## src/rtl/txshift_frame_if.sv

```systemverilog
// rtl/txshift_frame_if.sv - handshake and serial-line bundle between the Tx data register and the serialiser
interface txshift_frame_if;
    logic       i_Enable;
    logic       i_Busy;
    logic [7:0] i_Data;
    logic       o_Txd;
    logic       o_Sclk;
    logic       o_Active;
    logic       o_Done;

    modport master (
        output i_Enable, i_Busy, i_Data,
        input  o_Txd, o_Sclk, o_Active, o_Done
    );

    modport slave (
        input  i_Enable, i_Busy, i_Data,
        output o_Txd, o_Sclk, o_Active, o_Done
    );
endinterface

```

## src/rtl/txshift_frame.sv

```systemverilog
// rtl/txshift_frame.sv - USRT transmit serialiser: start, LSB-first data, optional parity, stop bits, with Sclk
module txshift_frame #(
    parameter int DATA_BITS  = 8,
    parameter int CLK_DIV    = 4,
    parameter int PARITY_EN  = 0,
    parameter int PARITY_ODD = 0,
    parameter int STOP_BITS  = 1
) (
    input  logic            i_Pclk,
    input  logic            i_Reset_n,
    txshift_frame_if.slave  bus
);
    localparam int CNT_W = $clog2(CLK_DIV);

    typedef enum logic [2:0] {
        S_IDLE, S_START, S_DATA, S_PARITY, S_STOP, S_WAIT
    } state_t;

    state_t                 state_q;
    logic [CNT_W-1:0]       cnt_q;
    logic [CNT_W-1:0]       cnt_d;
    logic [DATA_BITS-1:0]   shift_q;
    logic [2:0]             bit_idx_q;
    logic                   stop_idx_q;
    logic                   par_q;
    logic                   txd_q;
    logic                   sclk_q;
    logic                   active_q;
    logic                   done_q;
    logic                   bit_end;
    logic                   in_bit;

    assign cnt_d   = cnt_q + 1'b1;
    assign bit_end = (cnt_q == CNT_W'(CLK_DIV - 1));
    assign in_bit  = (state_q == S_START) || (state_q == S_DATA) ||
                     (state_q == S_PARITY) || (state_q == S_STOP);

    always_ff @(posedge i_Pclk or negedge i_Reset_n) begin
        if (!i_Reset_n) begin
            state_q    <= S_IDLE;
            cnt_q      <= '0;
            shift_q    <= '0;
            bit_idx_q  <= '0;
            stop_idx_q <= 1'b0;
            par_q      <= 1'b0;
            txd_q      <= 1'b1;
            sclk_q     <= 1'b1;
            active_q   <= 1'b0;
            done_q     <= 1'b0;
        end else begin
            done_q <= 1'b0;
            // Sclk falls at each bit boundary, so Txd is stable across the rising edge
            if (in_bit) begin
                if (bit_end) begin
                    cnt_q  <= '0;
                    sclk_q <= 1'b0;
                end else begin
                    cnt_q  <= cnt_d;
                    sclk_q <= (cnt_d >= CNT_W'(CLK_DIV / 2));
                end
            end
            case (state_q)
                S_IDLE: begin
                    if (bus.i_Enable && bus.i_Busy) begin
                        shift_q  <= bus.i_Data[DATA_BITS-1:0];
                        par_q    <= (^bus.i_Data[DATA_BITS-1:0]) ^ 1'(PARITY_ODD);
                        state_q  <= S_START;
                        cnt_q    <= '0;
                        txd_q    <= 1'b0;
                        sclk_q   <= 1'b0;
                        active_q <= 1'b1;
                    end
                end
                S_START: begin
                    if (bit_end) begin
                        state_q   <= S_DATA;
                        txd_q     <= shift_q[0];
                        bit_idx_q <= '0;
                    end
                end
                S_DATA: begin
                    if (bit_end) begin
                        shift_q <= shift_q >> 1;
                        if (bit_idx_q == 3'(DATA_BITS - 1)) begin
                            if (PARITY_EN != 0) begin
                                state_q <= S_PARITY;
                                txd_q   <= par_q;
                            end else begin
                                state_q    <= S_STOP;
                                txd_q      <= 1'b1;
                                stop_idx_q <= 1'b0;
                            end
                        end else begin
                            bit_idx_q <= bit_idx_q + 3'd1;
                            txd_q     <= shift_q[1];
                        end
                    end
                end
                S_PARITY: begin
                    if (bit_end) begin
                        state_q    <= S_STOP;
                        txd_q      <= 1'b1;
                        stop_idx_q <= 1'b0;
                    end
                end
                S_STOP: begin
                    if (bit_end) begin
                        if (stop_idx_q == 1'(STOP_BITS - 1)) begin
                            state_q  <= S_WAIT;
                            done_q   <= 1'b1;
                            active_q <= 1'b0;
                            sclk_q   <= 1'b1;
                        end else begin
                            stop_idx_q <= 1'b1;
                        end
                    end
                end
                S_WAIT: begin
                    // hold off until the register clears busy so the same byte is not resent
                    if (!bus.i_Busy) state_q <= S_IDLE;
                end
                default: state_q <= S_IDLE;
            endcase
        end
    end

    assign bus.o_Txd    = txd_q;
    assign bus.o_Sclk   = sclk_q;
    assign bus.o_Active = active_q;
    assign bus.o_Done   = done_q;
endmodule

```

## src/flat_wrapper.sv

```systemverilog
// flat-port wrapper written by rule: the top's interface ports become plain ports
module txshift_frame_flat 
#(
    parameter int DATA_BITS  = 8,
    parameter int CLK_DIV    = 4,
    parameter int PARITY_EN  = 0,
    parameter int PARITY_ODD = 0,
    parameter int STOP_BITS  = 1
)
  (i_Pclk, i_Reset_n, bus_i_Enable, bus_i_Busy, bus_i_Data, bus_o_Txd, bus_o_Sclk, bus_o_Active, bus_o_Done);
  txshift_frame_if bus_i ();
  input  logic i_Pclk;
  input  logic i_Reset_n;
  input wire logic [$bits(bus_i.i_Enable)-1:0] bus_i_Enable;
  input wire logic [$bits(bus_i.i_Busy)-1:0] bus_i_Busy;
  input wire logic [$bits(bus_i.i_Data)-1:0] bus_i_Data;
  output wire logic [$bits(bus_i.o_Txd)-1:0] bus_o_Txd;
  output wire logic [$bits(bus_i.o_Sclk)-1:0] bus_o_Sclk;
  output wire logic [$bits(bus_i.o_Active)-1:0] bus_o_Active;
  output wire logic [$bits(bus_i.o_Done)-1:0] bus_o_Done;
  assign bus_i.i_Enable = bus_i_Enable;
  assign bus_i.i_Busy = bus_i_Busy;
  assign bus_i.i_Data = bus_i_Data;
  assign bus_o_Txd = bus_i.o_Txd;
  assign bus_o_Sclk = bus_i.o_Sclk;
  assign bus_o_Active = bus_i.o_Active;
  assign bus_o_Done = bus_i.o_Done;
  txshift_frame #(.DATA_BITS(DATA_BITS), .CLK_DIV(CLK_DIV), .PARITY_EN(PARITY_EN), .PARITY_ODD(PARITY_ODD), .STOP_BITS(STOP_BITS)) u_core (.i_Pclk(i_Pclk), .i_Reset_n(i_Reset_n), .bus(bus_i));
endmodule
```

## config.mk

```make
export PLATFORM = sky130hd
export DESIGN_NAME = txshift_frame_flat
export DESIGN_NICKNAME = d
export VERILOG_FILES = /design/src/rtl/txshift_frame_if.sv /design/src/rtl/txshift_frame.sv /design/src/flat_wrapper.sv
export SDC_FILE = /design/constraint.sdc
export NUM_CORES = 1
export LEC_CHECK = 0
export BUFFER_PORTS_ARGS = -buffer_cell sky130_fd_sc_hd__buf_2
export CORE_UTILIZATION = 40
export CTS_CLUSTER_SIZE = 40
export DETAILED_ROUTE_END_ITERATION = 16
export PLACE_DENSITY = 0.55
export REMOVE_ABC_BUFFERS = 1
export SYNTH_ARGS = -nofsm -noshare
export SYNTH_HDL_FRONTEND = slang
export SYNTH_SLANG_ARGS = --single-unit
```

## constraint.sdc

```tcl
create_clock -name i_Pclk -period 4.65 [get_ports i_Pclk]
set_clock_uncertainty 0.05 [all_clocks]
set_input_delay 0.2325 -clock i_Pclk [delete_from_list [all_inputs] [get_ports i_Pclk]]
set_output_delay 0.2325 -clock i_Pclk [all_outputs]
set_load 0.01 [all_outputs]
```

# [After elaboration in Yosys (flattened, before gate mapping)]
# Index checks and enable logic that the tools add are counted.
# Widths: inputs -> output; s select.
[classes] muxes=45 order_cmp=1 n_reduce_logical=16 n_eq_ne=16 n_addsub=2
[ops] op="$mux 3" n=11
[ops] op="$mux 1" n=21
[ops] op="$pmux 3 s6" n=1
[ops] op="$mux 8" n=2
[ops] op="$pmux 8 s2" n=1
[ops] op="$ne 2x1->1 const B" n=5
[ops] op="$reduce_and 5->1" n=2
[ops] op="$eq 3x3->1 const B" n=3
[ops] op="$mux 2" n=4
[ops] op="$ne 2x2->1 const B" n=4
[ops] op="$reduce_and 4->1" n=2
[ops] op="$reduce_and 8->1" n=1
[ops] op="$eq 3x2->1 const B" n=2
[ops] op="$pmux 3 s2" n=1
[ops] op="$reduce_bool 2->1" n=3
[ops] op="$pmux 1 s2" n=2
[ops] op="$pmux 1 s4" n=1
[ops] op="$reduce_bool 4->1" n=1
[ops] op="$add 3x1->3 const B" n=1
[ops] op="$eq 3x1->1 const B" n=1
[ops] op="$logic_not 3->1" n=1
[ops] op="$logic_or 1x1->1" n=3
[ops] op="$pmux 1 s3" n=1
[ops] op="$reduce_and 3->1" n=1
[ops] op="5 further kinds" n=5
[totals] word_cells=89 input_bits=12 output_inout_bits=4 register_bits=21

# [Longest topological paths before layout]
[depth] word_depth=8 mapped_depth=5 ltp_nobuf=5

# [Worst setup path before layout]
# OpenSTA, ideal clock, no wires.
[synth_path] path_type="flip-flop to flip-flop" startpoint="register u_core.bit_idx_q[0]" endpoint="register u_core.bit_idx_q[0]" n_path_buf=0 setup_time_ps=66 path_slack_ps=3068 stages_incl_launch_ff=6 arrival_ps=1466 required_time_ps=4534 period_less_slack_ps=1582 path_cell_list="dfrtp_1 > ha_1 > ha_1 > nor4b_1 > mux2_2 > a22o_1"
[synth_via] elab_chain_len=4 elab_cells_between_ends=7 cone_classes="add/sub (1); eq/ne (2); mux (3); reduce/logical (1)"
[synth_lines] element="start, declared" line_no="txshift_frame.sv:23" rtl="logic [2:0] bit_idx_q;"
[synth_lines] element="start signal, assigned" line_no="txshift_frame.sv:94" rtl="bit_idx_q <= bit_idx_q + 3'd1;"
[synth_lines] element="$add 3x1->3" line_no="txshift_frame.sv:94"
[synth_lines] element="$mux 3" line_no="txshift_frame.sv:84" rtl="if (bit_idx_q == 3'(DATA_BITS - 1)) begin"
[synth_lines] element="$mux 3" line_no="txshift_frame.sv:82" rtl="if (bit_end) begin"
[synth_lines] element="$pmux 3 s2" line_no="txshift_frame.sv:62" rtl="case (state_q)"
# Parallel ways exist; a longest one is shown, timed or not. The select of a mux whose other input is x is not followed.
# A chain may end at the register's enable or synchronous reset.

# [Final worst setup path]
[layout_path] startpoint="register u_core.state_q[1]" endpoint="register u_core.shift_q[5]"
[layout_via] elab_chain_len=3 elab_cells_between_ends=7 cone_classes="eq/ne (3); mux (1); reduce/logical (3)"
[layout_lines] element="start, declared" line_no="txshift_frame.sv:19" rtl="state_t state_q;"
[layout_lines] element="start signal, assigned" line_no="txshift_frame.sv:40" rtl="state_q <= S_IDLE;"
[layout_lines] element="start signal, assigned" line_no="txshift_frame.sv:67" rtl="state_q <= S_START;"
[layout_lines] element="start signal, assigned" line_no="txshift_frame.sv:76" rtl="state_q <= S_DATA;"
[layout_lines] element="$eq 3x2->1 or $logic_not 3->1 (tied branches)" line_no="txshift_frame.sv:62"
[layout_lines] element="$ne 2x1->1 (no line) or $reduce_bool 2->1 (tied branches)"
[layout_lines] element="$reduce_and 3->1 (no line)"
[layout_lines] element="end signal, assigned" line_no="txshift_frame.sv:65" rtl="shift_q <= bus.i_Data[DATA_BITS-1:0];"
[layout_lines] element="end signal, assigned" line_no="txshift_frame.sv:83" rtl="shift_q <= shift_q >> 1;"
[layout_lines] element="end, declared" line_no="txshift_frame.sv:22" rtl="logic [DATA_BITS-1:0] shift_q;"
# Parallel ways exist; a longest one is shown, timed or not.

==> out/qor.txt <==
Run status -> finished, final reports clean
Count of endpoints failing hold in the final timing report -> 0
Crit-path max FO -> 16
Power density relative to cell area -> 622 mW/mm²
Startpoint types -> flop
Setup crit end kind -> flop
Total CTS buffers -> 3
CTS root buf -> clkbuf_4
R2R Path End -> u_core.shift_q[5]
CTS H-Tree Depth -> 1
Die area -> 0.00288 mm²
Number of global-route vias before repair -> 852
Worst Slack Setup Final -> 2.84 ns
CORE AREA -> 0.00250 mm²
Most common library cell in the layout ignoring fill and taps -> dfrtp_1
Number of slew-limit violations in the final report -> 0
Met3 demand-to-capacity share in global routing -> 5.93%
Hold depth -> 3
Number of standard cells after synthesis -> 101
TritonCTS clock tree -> built
Reported leakage power -> 0.502 nW
Pin count of the biggest net entering global routing -> 21
Iteration-0 DRC Markers -> 6
I/O pin count -> 16
Remaining routing DRC violations -> 0
Proportion of power drawn by combinational gates -> 40.5%
# nets final -> 131
Fraction of layout instances using a drive strength above 1 -> 20.9%
Sinks on the clock net -> 20
Final Total Pwr -> 0.000739 W
Seq pwr share -> 45.7%
R2R Path Start -> u_core.state_q[1]
Setup repair after global routing missed its margin -> no
Yosys Warn Count -> 0
Cell Int Power -> 0.000460 W
Number of enable flip-flop cells after synthesis -> 0
Wire length of the first global-routing pass -> 3.71 mm
Total track usage -> 18.3%
Maximum buffer depth of the clock tree -> 2
Launching instance or port of the critical path -> u_core.state_q[1]
Most frequent cells in the layout -> dfrtp_1, buf_2, nand2_1, nand2b_1, o221a_1
Worst Hold End -> u_core.shift_q[7]
Net Switching -> 0.000278 W
Detailed-router iteration count before antenna repair -> 4
Routability cong. -> 0.779
Number of nets with antenna violations after routing -> 0
Post-Route Setup TNS -> 0 ns
Seq cells post-synth -> 20
Number of antenna violations at the first check in global routing -> 0
Switching share of power -> 37.7%
Min-delay src -> bus_i_Data[7]
Post-route cell area -> 0.00119 mm²
Busiest layer in global routing -> met2
Layout Utilization -> 47.5%
Area growth from synthesis to final layout -> 11.3%
Post-CTS clock slew at the launch and capture registers of the worst setup and hold paths -> 0.11 ns
Number of maximum-capacitance constraint violations -> 0
Final wirelength -> 2.15 mm
Starting density of the core -> 42.7%
Worst setup timing slack at the placement stage -> 2.85 ns
R2R depth -> 3
Number of port buffers -> 15
DP HPWL -> 1.49 mm
Remaining Overflow, GRT -> 0
Highest ir drop seen on vdd -> 305 µV
Register-to-Register Setup Slack -> 2.84 ns
Hold WC Path Type -> in2reg
Highest achievable clock rate -> 0.553 GHz
Number of distinct standard cells referenced by the synthesized netlist -> 33
Minimum clock period after layout -> 1.81 ns
GRT met1 Usage -> 21.6%
Syn_area_per_cell -> 10.6 µm²
Die Y -> 53.7 µm
Total standard cell area after synthesis -> 0.00107 mm²
Final-report setup violation count -> 0
Per-cell routed wire length -> 14.8 µm
Worst setup path class -> reg2reg
Fraction of registers with async set/reset -> 100%
Count of standard-cell rows -> 18
Fraction of power consumed by the clock network -> 13.8%
Flip-flop cell with the highest count after synthesis -> dfrtp_1
Worst-Skew Late Latency -> 0.30 ns
Period Utilization, post-route -> 38.9%
Actual transition at the worst max-transition pin -> 0.490 ns
Die outline width -> 53.7 µm
Dpl cell area -> 0.00114 mm²
Average vias per placed instance -> 5.68
Vias after detailed routing -> 824
CP arrival -> 1.96 ns
Fraction of the yosys area taken by sequential cells -> 47.1%
Slew Limit Headroom -> 66.9%
Met2 track demand over resource in global routing -> 31.5%
Diode insertion count for antenna repair -> 0
Worst endpoint required time -> 4.80 ns
==> cell type report <==
type,instances,area [µm²]
inverter,2,7.51
sequential,20,503
clock buffer,4,36.3
fill,229,1310
multi-input combinational,73,518
tap,30,37.5
timing repair buffer,16,85.1
==> cells in the mapped netlist, drive strengths merged (3+ instances only) <==
cell | instances | area, µm²
dfrtp | 18 | 450
o21ai | 7 | 38.8
nand2 | 9 | 33.8
a22o | 5 | 43.8
nand2b | 8 | 50.1
ha | 3 | 37.5
clkbuf | 3 | 11.3
buf | 3 | 27.5
nand3 | 3 | 15.0
o221a | 7 | 78.8
nor2 | 3 | 11.3
a21oi | 4 | 20.0
==> worst max path at each step <==
stage                                to  slack [ns]  depth (start not counted)
floorplan           u_core.bit_idx_q[0]        3.07                          5
global placement    u_core.bit_idx_q[0]        2.92                          5
detailed placement    u_core.shift_q[5]        2.85                          3
CTS                   u_core.shift_q[5]        2.83                          3
global route        u_core.bit_idx_q[0]        2.71                          5
finish                u_core.shift_q[5]        2.84                          3
==> per-stage QoR <==
step                hold slack (ns)  std cells
floorplan                    -0.113         95
global placement              0.159        140
detailed placement            0.159        140
CTS                           0.120        145
global route                  0.120        145
finish                        0.126        145
==> logic make-up after synthesis <==
| kind of cell | count (synthesis) | share of synthesized area (%) |
|---|---|---|
| mux | 1 | 1.06 |
| simple gates | 36 | 19.9 |
| buf+inv | 8 | 4.34 |
| fa+ha+maj | 3 | 3.52 |
| flops | 20 | 47.1 |
| compound gates | 33 | 24.0 |
==> state kept, by name, summed over array words and instances, names as in the netlist <==
| register | flops |
|---|---|
| u_core.cnt_q | 2 |
| u_core.bus.o_Active | 1 |
| u_core.shift_q | 8 |
| u_core.state_q | 3 |
| u_core.bus.o_Txd | 1 |
| u_core.bus.o_Sclk | 1 |
| u_core.bit_idx_q | 3 |
| u_core.bus.o_Done | 1 |
==> power by group through the flow <==
| stage | sequential (W) | combinational (W) | clock, W |
|---|---|---|---|
| 4_1_cts | 0.000337 | 0.000304 | 0.000108 |
| 2_1_floorplan | 0.000321 | 0.000235 | 0 |
| 3_5_place_dp | 0.000341 | 0.000301 | 0 |
| 3_3_place_gp | 0.000338 | 0.000295 | 0 |
| 5_1_grt | 0.000350 | 0.000345 | 0.000115 |
| 6_report | 0.000338 | 0.000299 | 0.000102 |
==> per-layer routing <==
metal,wire length (µm),part of all wire (%)
met5,0,0
met4,25,1.2
met3,88,4.1
met2,1030,48
met1,1000,47
==> critical path: stages (launching register included) <==
cell     delay, ns
dfrtp_1       0.56
or2_1         0.41
or2_1         0.39
o221a_1       0.29
==> what timing repair did <==
| item | in CTS | in global routing |
|---|---|---|
| gates resized for setup | 0 | 0 |
| hold endpoints to repair | 18 | 0 |
| buffers inserted | 0 | 0 |
| hold buffers | 1 | 0 |
Note: power is estimated with default switching activity, not from simulation.
